==> src/rtl/cory_merge4_if.sv <==
// Bundle of the four producer streams, the channel mask and the merged
// output stream of cory_merge4.
interface cory_merge4_if #(
  parameter int N = 16
);
  logic         i_a0_v;
  logic [N-1:0] i_a0_d;
  logic         o_a0_r;
  logic         i_a1_v;
  logic [N-1:0] i_a1_d;
  logic         o_a1_r;
  logic         i_a2_v;
  logic [N-1:0] i_a2_d;
  logic         o_a2_r;
  logic         i_a3_v;
  logic [N-1:0] i_a3_d;
  logic         o_a3_r;
  logic [3:0]   i_mask;
  logic         o_z_v;
  logic [N-1:0] o_z_d;
  logic [1:0]   o_z_s;
  logic         i_z_r;
  logic [15:0]  o_cnt;

  // Producer/consumer side (drives channel inputs, takes the merged stream).
  modport master (
    output i_a0_v, i_a0_d, i_a1_v, i_a1_d, i_a2_v, i_a2_d, i_a3_v, i_a3_d,
    output i_mask, i_z_r,
    input  o_a0_r, o_a1_r, o_a2_r, o_a3_r, o_z_v, o_z_d, o_z_s, o_cnt
  );

  // Merge side.
  modport slave (
    input  i_a0_v, i_a0_d, i_a1_v, i_a1_d, i_a2_v, i_a2_d, i_a3_v, i_a3_d,
    input  i_mask, i_z_r,
    output o_a0_r, o_a1_r, o_a2_r, o_a3_r, o_z_v, o_z_d, o_z_s, o_cnt
  );
endinterface

==> src/rtl/cory_merge4.sv <==
// Round-robin 4-to-1 stream merge with a registered, source-tagged output
// stage and a delivered-item counter.
module cory_merge4 #(
  parameter int N  = 16,
  parameter int P0 = 0
) (
  input logic         clk,
  input logic         reset_n,
  cory_merge4_if.slave bus
);
  localparam logic [1:0] PTR_RST = 2'(P0);

  logic [3:0]   v;
  logic [3:0]   e;
  logic [3:0]   rdy;
  logic [7:0]   e_dbl;
  logic [3:0]   e_rot;
  logic [N-1:0] d [4];
  logic [1:0]   off;
  logic [1:0]   grant;
  logic         grant_valid;
  logic         can_load;
  logic         load;

  logic         z_v_reg;
  logic [N-1:0] z_d_reg;
  logic [1:0]   z_s_reg;
  logic [1:0]   ptr_reg;
  logic [15:0]  cnt_reg;

  assign v    = {bus.i_a3_v, bus.i_a2_v, bus.i_a1_v, bus.i_a0_v};
  assign d[0] = bus.i_a0_d;
  assign d[1] = bus.i_a1_d;
  assign d[2] = bus.i_a2_d;
  assign d[3] = bus.i_a3_d;

  assign can_load = ~z_v_reg | bus.i_z_r;

  generate
    for (genvar gi = 0; gi < 4; gi++) begin : g_chan
      assign e[gi]   = v[gi] & ~bus.i_mask[gi];
      assign rdy[gi] = can_load & grant_valid & (grant == 2'(gi)) & reset_n;
    end
  endgenerate

  // Rotate the eligible set so bit 0 is the channel at ptr; the first set
  // bit then gives the grant offset from ptr.
  assign e_dbl = {e, e};
  assign e_rot = e_dbl[ptr_reg +: 4];

  always_comb begin
    off = 2'd0;
    if (e_rot[0])      off = 2'd0;
    else if (e_rot[1]) off = 2'd1;
    else if (e_rot[2]) off = 2'd2;
    else if (e_rot[3]) off = 2'd3;
  end

  assign grant_valid = |e;
  assign grant       = ptr_reg + off;
  assign load        = can_load & grant_valid;

  always_ff @(posedge clk) begin
    if (!reset_n) begin
      z_v_reg <= 1'b0;
      z_d_reg <= '0;
      z_s_reg <= 2'd0;
      ptr_reg <= PTR_RST;
      cnt_reg <= 16'd0;
    end else begin
      if (load) begin
        z_v_reg <= 1'b1;
        z_d_reg <= d[grant];
        z_s_reg <= grant;
        ptr_reg <= grant + 2'd1;
      end else if (bus.i_z_r) begin
        z_v_reg <= 1'b0;
      end
      if (z_v_reg & bus.i_z_r) begin
        cnt_reg <= cnt_reg + 16'd1;
      end
    end
  end

  assign bus.o_a0_r = rdy[0];
  assign bus.o_a1_r = rdy[1];
  assign bus.o_a2_r = rdy[2];
  assign bus.o_a3_r = rdy[3];
  assign bus.o_z_v  = z_v_reg;
  assign bus.o_z_d  = z_d_reg;
  assign bus.o_z_s  = z_s_reg;
  assign bus.o_cnt  = cnt_reg;
endmodule
==> src/flat_wrapper.sv <==
// flat-port wrapper written by rule: the top's interface ports become plain ports
module cory_merge4_flat 
#(
  parameter int N  = 16,
  parameter int P0 = 0
)
  (clk, reset_n, bus_i_a0_v, bus_i_a0_d, bus_i_a1_v, bus_i_a1_d, bus_i_a2_v, bus_i_a2_d, bus_i_a3_v, bus_i_a3_d, bus_i_mask, bus_i_z_r, bus_o_a0_r, bus_o_a1_r, bus_o_a2_r, bus_o_a3_r, bus_o_z_v, bus_o_z_d, bus_o_z_s, bus_o_cnt);
  cory_merge4_if #(.N(N)) bus_i ();
  input logic clk;
  input logic reset_n;
  input wire logic [$bits(bus_i.i_a0_v)-1:0] bus_i_a0_v;
  input wire logic [$bits(bus_i.i_a0_d)-1:0] bus_i_a0_d;
  input wire logic [$bits(bus_i.i_a1_v)-1:0] bus_i_a1_v;
  input wire logic [$bits(bus_i.i_a1_d)-1:0] bus_i_a1_d;
  input wire logic [$bits(bus_i.i_a2_v)-1:0] bus_i_a2_v;
  input wire logic [$bits(bus_i.i_a2_d)-1:0] bus_i_a2_d;
  input wire logic [$bits(bus_i.i_a3_v)-1:0] bus_i_a3_v;
  input wire logic [$bits(bus_i.i_a3_d)-1:0] bus_i_a3_d;
  input wire logic [$bits(bus_i.i_mask)-1:0] bus_i_mask;
  input wire logic [$bits(bus_i.i_z_r)-1:0] bus_i_z_r;
  output wire logic [$bits(bus_i.o_a0_r)-1:0] bus_o_a0_r;
  output wire logic [$bits(bus_i.o_a1_r)-1:0] bus_o_a1_r;
  output wire logic [$bits(bus_i.o_a2_r)-1:0] bus_o_a2_r;
  output wire logic [$bits(bus_i.o_a3_r)-1:0] bus_o_a3_r;
  output wire logic [$bits(bus_i.o_z_v)-1:0] bus_o_z_v;
  output wire logic [$bits(bus_i.o_z_d)-1:0] bus_o_z_d;
  output wire logic [$bits(bus_i.o_z_s)-1:0] bus_o_z_s;
  output wire logic [$bits(bus_i.o_cnt)-1:0] bus_o_cnt;
  assign bus_i.i_a0_v = bus_i_a0_v;
  assign bus_i.i_a0_d = bus_i_a0_d;
  assign bus_i.i_a1_v = bus_i_a1_v;
  assign bus_i.i_a1_d = bus_i_a1_d;
  assign bus_i.i_a2_v = bus_i_a2_v;
  assign bus_i.i_a2_d = bus_i_a2_d;
  assign bus_i.i_a3_v = bus_i_a3_v;
  assign bus_i.i_a3_d = bus_i_a3_d;
  assign bus_i.i_mask = bus_i_mask;
  assign bus_i.i_z_r = bus_i_z_r;
  assign bus_o_a0_r = bus_i.o_a0_r;
  assign bus_o_a1_r = bus_i.o_a1_r;
  assign bus_o_a2_r = bus_i.o_a2_r;
  assign bus_o_a3_r = bus_i.o_a3_r;
  assign bus_o_z_v = bus_i.o_z_v;
  assign bus_o_z_d = bus_i.o_z_d;
  assign bus_o_z_s = bus_i.o_z_s;
  assign bus_o_cnt = bus_i.o_cnt;
  cory_merge4 #(.N(N), .P0(P0)) u_core (.clk(clk), .reset_n(reset_n), .bus(bus_i));
endmodule
==> config.mk <==
export PLATFORM = sky130hd
export DESIGN_NAME = cory_merge4_flat
export DESIGN_NICKNAME = d
export VERILOG_FILES = /design/src/rtl/cory_merge4_if.sv /design/src/rtl/cory_merge4.sv /design/src/flat_wrapper.sv
export SDC_FILE = /design/constraint.sdc
export NUM_CORES = 1
export LEC_CHECK = 0
export BUFFER_PORTS_ARGS = -buffer_cell sky130_fd_sc_hd__buf_2
export CAP_MARGIN = 10
export CORE_MARGIN = 1
export CORE_UTILIZATION = 52
export CTS_BUF_LIST = sky130_fd_sc_hd__clkbuf_4 sky130_fd_sc_hd__clkbuf_8
export CTS_CLUSTER_DIAMETER = 100
export DETAILED_ROUTE_END_ITERATION = 10
export PLACE_DENSITY = 0.89
export SLEW_MARGIN = 20
export SYNTH_ARGS = -nofsm -noshare
export SYNTH_HDL_FRONTEND = slang
export SYNTH_SLANG_ARGS = --single-unit
export TNS_END_PERCENT = 100
==> constraint.sdc <==
create_clock -name clk -period 5.75 [get_ports clk]
set_input_delay 1.15 -clock clk [delete_from_list [all_inputs] [get_ports clk]]
set_output_delay 1.15 -clock clk [all_outputs]
set_load 0.02 [all_outputs]
==> metrics.sh, run 1 <==
WORST-SETUP-PATH-TYPE='in2out'
LAYOUT_AREA_GROWTH_OVER_SYNTHESIS_PCT=27.0
RRSETUPSLACK_PS=2600
FIRSTDRTPASSITERS=4
MAX_SLEW.WORST_PIN.SLEW_PS=764
FMAXACHIEVABLE_GHz=0.207
COUNT_OF_FLIP_FLOPS_WITH_A_BUILT_IN_ENABLE_AFTER_SYNTHESIS=0
FINAL-HOLD-VIOLATION-COUNT=0
FIN_CRIT_PS=4840
FINAL_MAX_SLEW_VIOL_COUNT=0
CORE.ROWCOUNT=24
CRIT_FAMILY='compound AO/OA/AOI/OAI gates'
SYNTH_TOP_AREA_SHARE_PCT=31.6
START_KIND='input port'
DRTANTENNAVIOLNETS=0
INTERNAL-POWER_W=0.000622
SYNTHCELLS=271
CRITPATHSLOWESTCELL='o2111ai_2'
DOMINANTREGCELLSYNTH='dfxtp_1'
PLACEMENT.IO_BUFFERS=113
ROUTED_WIRELENGTH_MM=5.96
SYNTH_WARNINGS=0
GRT.TOTAL_USAGE_PCT=24.5
INITIAL_STANDARD_CELL_UTILIZATION_OF_THE_CORE_PCT=53.8
YS_TYPES=43
CHIPHEIGHT_UM=69.1
FIRST_PASS_GRT_WIRE_LENGTH_MM=9.61
MOSTFREQUENTLAYOUTCELL='buf_2'
WORST_RELATIVE_SLEW_SLACK_PCT=49.0
DIE_WIDTH_UM=69.1
WORSTSETUPENDPOINTTYPE='primary output'
SETUP_TNS_PS=0
CELL_AREA_SYNTH_UM2=2340
CORE-AREA_UM2=4350
PRE_CTS_SLACK_PS=982
COMBPWRFRAC_PCT=49.9
YOSYSTOPAREACELL='dfxtp_1'
DESIGN.PORTCOUNT=114
CLOCK_INSERTION_DELAY_WORST_SKEW_PS=280
DRC=0
GRT_SETUP_UNREPAIRED='no'
CTS_ROOT_BUFFER='clkbuf_8'
HOLDBUFCOUNTCTS=0
YS_TOP_CELLS_BY_AREA='dfxtp_1 (32%), mux2i_1 (14%), o311ai_0 (6.4%)'
WL_PER_CELL_UM=14.0
FIN_CRIT_SH_PCT=84.2
DRT_ITER0_MARKERS=156
POWER.SHARE.SEQUENTIAL_PCT=32.2
CLOCK_SINKS=37
WORST_HOLD_PATH_TYPE='reg2reg'
SYNTH.FF_LATCH_COUNT=37
CLOCK_INPUT_TRANSITION_AT_THE_SEQUENTIAL_CELLS_OF_THE_WORST_SETUP_AND_HOLD_PATHS_PS=70
HPWL_MM=4.42
N_ANTENNA_CELL=0
CTS_TREE='built'
CP_NUM_BUF_INV=2
NUM-NETS-FINAL=449
TRITONCTS.NUM_BUFFERS=5
TIMING.CLOCK.SKEW_PS=2.48
SYNTH_ASYNC_SR_FLOP_SHARE_PCT=0
STDCELL_COUNT=424
SLOWEST_DELAY_PS=490
STATIC-LEAKAGE-POWER_nW=1.35
IR_WORST_VDD_V=0.000206
FINALWORSTSETUPSLACK_PS=908
CTS.REPAIR_TIMING.SETUP_BUFFER_COUNT=0
CTS_RESIZED=0
ANTENNA_FOUND_INITIAL=0
SYN_NETS=348
NUMBER_OF_LEVELS_IN_THE_CLOCK_H_TREE=2
WORST_PATH_MOST_REPEATED_CELL='buf_2'
PLACE_INST=417
PLACE_CONGESTION=0.785
POWER_DENSITY_nW_PER_UM2=355
FILL_CELLS=364
CELLS_TRAVERSED_ALONG_THE_WORST_TIMING_PATH='buf_2 -> nor2b_1 -> mux2_2 -> o21ai_0 -> nand2_1 -> a32o_1 -> ha_2 -> o2111ai_2 -> o31a_4 -> nor3_1 -> buf_2'
WORST-PATH-MAX-FANOUT=20
WORSTPATHREQUIRED_PS=4600
NUMBER_OF_GLOBAL_ROUTE_VIAS_BEFORE_REPAIR=2208
RUN_STATUS='finished, final reports clean'
FINALSETUPVIOLCOUNT=0
GRT_MAX_DEGREE=27
DETAILROUTE.VIA_COUNT=2424
CTSLONGESTPATHBUFFERS=2
POST_SYNTH.CELL_AREA_AVG_UM2=8.64
OVERFLOW=0
NETSWITCHINGPOWER_W=0.000433
DRV_CAP=0
DRIVE_GT1_SHARE_PCT=35.8
SHARE_CLK_OF_TOTAL_POWER_PCT=17.9
SYNTH_SEQUENTIAL_AREA_RATIO_PCT=31.6
DIEAREA_UM2=4780
WORST_EP_ARRIVAL_TIME_PS=3690
SWITCHING_SHARE_PCT=41.0
MOST_FREQUENT_CELLS_IN_THE_LAYOUT='buf_2 (113), dfxtp_1 (37), mux2i_1 (32)'
ROUTED_VIA_DENSITY=5.72
==> worst reg2reg max path: cells and delay by family (launching register included) <==
family | cells | cell delay, ps
adders and majority gates | 1 | 600
AOI/OAI and AO/OA | 4 | 610
buffers and inverters | 1 | 400
muxes | 2 | 700
and+or+nand+nor | 2 | 140
DFF | 1 | 570
==> cell type report <==
| type | instances | area [µm²] | area share, % |
|---|---|---|---|
| Clock buffer | 7 | 90.1 | 3.03 |
| Inverter | 6 | 22.5 | 0.757 |
| Timing Repair Buffer | 117 | 596 | 20.0 |
| Tap cell | 52 | 65.1 | 2.19 |
| Sequential cell | 37 | 741 | 24.9 |
| Multi-Input combinational cell | 205 | 1460 | 49.1 |
==> per-stage QoR <==
step / power, W / hold slack (ps) / utilization [%] / instance area [µm²]
after floorplan: 0.000748 / 504 / - / 2340
after global placement: 0.000860 / 437 / 66.2 / 2880
after detailed placement: 0.000872 / 442 / 66.2 / 2880
after CTS: 0.00106 / 459 / 68.3 / 2970
after global routing: 0.00112 / 490 / 68.3 / 2970
final: 0.00106 / 458 / 68.3 / 2970
==> per-layer routing <==
| layer | vias to the layer above | global-route usage [%] | part of all wire, % |
|---|---|---|---|
| li1 | 1217 | - | - |
| met2 | 115 | 43.1 | 49 |
| met5 | - | 0 | 0 |
| met4 | 0 | 9.07 | 1.6 |
| met1 | 1081 | 29.2 | 43 |
| met3 | 11 | 4.97 | 5.8 |
==> synth_stat cells, types with 2 or more instances <==
library cell  number
a21oi_1            6
and2_1             2
buf_1              2
buf_2              4
buf_6              4
clkbuf_1          13
dfxtp_1           37
ha_1               2
inv_1              6
mux2i_1           32
nand2_1           24
nand2b_1           4
nand3_1            7
nand4_1            5
nor2_1            23
nor2b_1            3
nor3_1            21
nor4_1             3
o21ai_0            3
o311ai_0          17
o311ai_1          16
o31ai_1            2
or3_1              3
xnor2_1            8
xor2_1             6
==> cells by family (layout without fill, tap and decap cells) <==
group	count (synthesis)	after routing	synth area share [%]
AOI/OAI and AO/OA	52	52	19.4
xor gates and xnor gates	14	14	5.24
adders and majority gates	2	2	1.07
buffers and inverters	29	130	6.14
DFF	37	37	31.6
muxes	33	33	14.2
and+or+nand+nor	104	104	22.4
==> final timing paths <==
kind / cells after the start / from / endpoint
setup / recovery: 11 / bus_i_mask[0] / bus_o_a3_r
hold / removal: 2 / u_core.bus.o_z_d[0] / u_core.bus.o_z_d[0]
setup reg to reg: 10 / u_core.ptr_reg[0] / u_core.bus.o_z_d[12]
hold reg to reg: 2 / u_core.bus.o_z_d[0] / u_core.bus.o_z_d[0]
==> power groups by stage <==
stage	registers (W)	clock network (W)	logic [W]
4_1_cts	0.000339	0.000192	0.000529
3_5_place_dp	0.000344	0	0.000528
5_1_grt	0.000347	0.000199	0.000569
3_3_place_gp	0.000345	0	0.000515
2_1_floorplan	0.000391	0	0.000357
6_report	0.000340	0.000188	0.000527
Power figures use the tool's default switching activity.
==> run 2, diff against run 1 <==
- CORE_UTILIZATION: 52 -> 43
- PLACE_DENSITY: 0.89 -> 0.78
- clock period: 5.75 -> 4 ns (I/O delays scaled with it)
==> run 2 against run 1 <==
  * Combinational power rose by 46%
  * Die area rose by 20%
  * Clock power rose by 45%
  * Sequential share of layout area fell by 0.37 points
  * Highest routed layer unchanged
==> metrics.sh, run 2 (same netlist as run 1, synthesis figures left out) <==
RUN_STATUS='finished, final reports clean'
POWER_DENSITY_nW_PER_UM2=507  # +43%
POSTPLACECELLAREA_UM2=2930  # +1.6%
NUM-NETS-FINAL=452  # +0.67%
R2R_START='u_core.ptr_reg[0]'
FMAXACHIEVABLE_GHz=0.265
WL_PER_CELL_UM=13.9  # -0.88%
GRT.MET3_USAGE_PCT=4.76  # -0.21 points
GRT.TOTAL_USAGE_PCT=22.2  # -2.3 points
FIRSTDRTPASSITERS=4  # unchanged
MULTI_INPUT_AREA_UM2=1460  # unchanged
TIMING.CLOCK.SKEW_PS=5.43  # +2.95 ps
MOSTFREQUENTLAYOUTCELL='buf_2'
START_KIND='input port'
PLACEMENT.IO_BUFFERS=113  # unchanged
CLOCK_INPUT_TRANSITION_AT_THE_SEQUENTIAL_CELLS_OF_THE_WORST_SETUP_AND_HOLD_PATHS_PS=70  # about the same
N_ANTENNA_CELL=0  # unchanged
CTS.REPAIR_TIMING.SETUP_BUFFER_COUNT=0  # unchanged
MET2_USAGE_PCT=37.3  # -5.9 points
OVERFLOW=0  # unchanged
TIMING.HOLD.WORST_PATH_DEPTH=2  # unchanged
FINAL-HOLD-VIOLATION-COUNT=0  # unchanged
CHIPHEIGHT_UM=75.8  # +9.7%
DRC=0  # unchanged
DIEAREA_UM2=5750  # +20%
IR_WORST_VDD_V=0.000277  # +34%
MOST_FREQUENT_CELLS_IN_THE_LAYOUT='buf_2 (113), dfxtp_1 (37), mux2i_1 (32)'
NETSWITCHINGPOWER_W=0.000628  # +45%
DRV_CAP=0  # unchanged
DIE_WIDTH_UM=75.8  # +9.7%
WORSTPATHREQUIRED_PS=3200  # -1400 ps
SETUP_TNS_PS=0  # unchanged
WORST_RELATIVE_SLEW_SLACK_PCT=55.3  # +6.2 points
GLOBAL_ROUTING_USAGE_ON_MET1_PCT=28.2  # -0.98 points
POWER_W=0.00153  # +45%
TRITONCTS.NUM_BUFFERS=5  # unchanged
DETAILROUTE.VIA_COUNT=2464  # +1.7%
CLOCK_INSERTION_DELAY_WORST_SKEW_PS=290  # about the same
CLOCK_SINKS=37  # unchanged
CORE.ROWCOUNT=26  # +8.3%
WORST_HOLD_PATH_TYPE='reg2reg'
FINAL_MAX_SLEW_VIOL_COUNT=0  # unchanged
WORST_EP_ARRIVAL_TIME_PS=2980  # -710 ps
DRIVE_GT1_SHARE_PCT=36.3  # +0.51 points
POWER.SHARE.SEQUENTIAL_PCT=31.9  # -0.3 points
FIRST_PASS_GRT_WIRE_LENGTH_MM=9.73  # +1.2%
TIMING.HOLD.WORST_ENDPOINT='u_core.bus.o_z_d[11]'
HPWL_MM=4.67  # +5.7%
GRT_MOST_USED_LAYER='met2'
WORST-SETUP-PATH-TYPE='in2out'
WHS_PS=454  # -4.33 ps
GRT_SETUP_UNREPAIRED='no'
COMBPWRFRAC_PCT=50.3  # +0.4 points
STDCELL_COUNT=445  # +5.0%
ANTENNA_FOUND_INITIAL=0  # unchanged
R2R_CELLS=10  # unchanged
CTSLONGESTPATHBUFFERS=2  # unchanged
ROUTED_VIA_DENSITY=5.54  # -3.1%
SWITCHING_SHARE_PCT=41.0  # about the same
CORE-AREA_UM2=5170  # +19%
FINALSETUPVIOLCOUNT=0  # unchanged
CTS_TREE='built'
CTS_ROOT_BUFFER='clkbuf_8'
INTERNAL-POWER_W=0.000903  # +45%
ROUTED_WIRELENGTH_MM=6.20  # +4.0%
HOLDBUFCOUNTCTS=0  # unchanged
LAYOUT_AREA_GROWTH_OVER_SYNTHESIS_PCT=28.9
WORST-PATH-MAX-FANOUT=6  # -70%
INITIAL_STANDARD_CELL_UTILIZATION_OF_THE_CORE_PCT=45.3  # -8.5 points
NUMBER_OF_GLOBAL_ROUTE_VIAS_BEFORE_REPAIR=2195  # -0.59%
WORST_R2R_ENDPOINT='u_core.bus.o_z_d[0]'
FIN_CRIT_SH_PCT=94.4
FIN_CRIT_PS=3780
RRSETUPSLACK_PS=1020  # -1580 ps
MAX_SLEW.WORST_PIN.SLEW_PS=671  # -93.1 ps
SHARE_CLK_OF_TOTAL_POWER_PCT=17.9  # about the same
DRT_ITER0_MARKERS=126  # -19%
PLACE_CONGESTION=0.858  # +9.2%
CTS_RESIZED=0  # unchanged
DRTANTENNAVIOLNETS=0  # unchanged
STATIC-LEAKAGE-POWER_nW=1.36  # +1.0%
PLACE_INST=438  # +5.0%
HOLD_START='u_core.bus.o_z_d[11]'
NUMBER_OF_LEVELS_IN_THE_CLOCK_H_TREE=2  # unchanged
POSTLAYOUTCELLAREA_UM2=3020  # +1.5%
SEQCELLAREA_UM2=741  # unchanged
DESIGN.PORTCOUNT=114  # unchanged
FILL_CELLS=452  # +24%
GRT_MAX_DEGREE=31  # +15%
WORSTSETUPENDPOINTTYPE='primary output'
## run 2: per-layer routing
layer	vias to the layer above	wire [µm]	share of wire, %
li1	1227	-	-
met1	1131	2690	43
met2	96	3090	50
met3	10	331	5.3
met4	0	85	1.4
met5	-	0	0
## run 2: cell type report
| class | count | area share [%] |
|---|---|---|
| repair buffers | 120 | 20.5 |
| flip-flops and latches | 37 | 24.5 |
| multi-input cells | 205 | 48.4 |
| inverters | 6 | 0.746 |
| clock buffers | 7 | 2.98 |
| well taps | 70 | 2.90 |
## run 2: how the worst max path moves through the flow
stage             startpoint          to  slack (ps)
6_report          bus_i_a3_v  bus_o_a1_r         220
5_1_grt        bus_i_mask[0]  bus_o_a3_r         120
4_1_cts        bus_i_mask[0]  bus_o_a3_r         230
3_5_place_dp   bus_i_mask[0]  bus_o_a3_r         240
3_3_place_gp   bus_i_mask[0]  bus_o_a3_r         320
2_1_floorplan  bus_i_mask[3]  bus_o_a3_r         130
## run 2: power groups by stage
stage               logic [W]  clock network (W)  registers (W)
floorplan            0.000514                  0       0.000562
global placement     0.000754                  0       0.000494
detailed placement   0.000768                  0       0.000495
CTS                  0.000769           0.000282       0.000487
global route         0.000835           0.000297       0.000496
finish               0.000769           0.000273       0.000488
## run 2: metrics by stage
step,setup WS [ps],utilization (%)
floorplan,134,-
global placement,316,56.6
detailed placement,237,56.6
CTS,228,58.4
global route,121,58.4
finish,222,58.4
## run 2: worst max-delay path: stages
cell and delay, ps:
buf_2 90, and2b_2 230, mux2_2 280, o21ai_0 150, nand2_1 70, a32o_1 210
ha_2 400, inv_1 90, nor3_1 170, o311ai_0 210, inv_1 100, buf_2 160
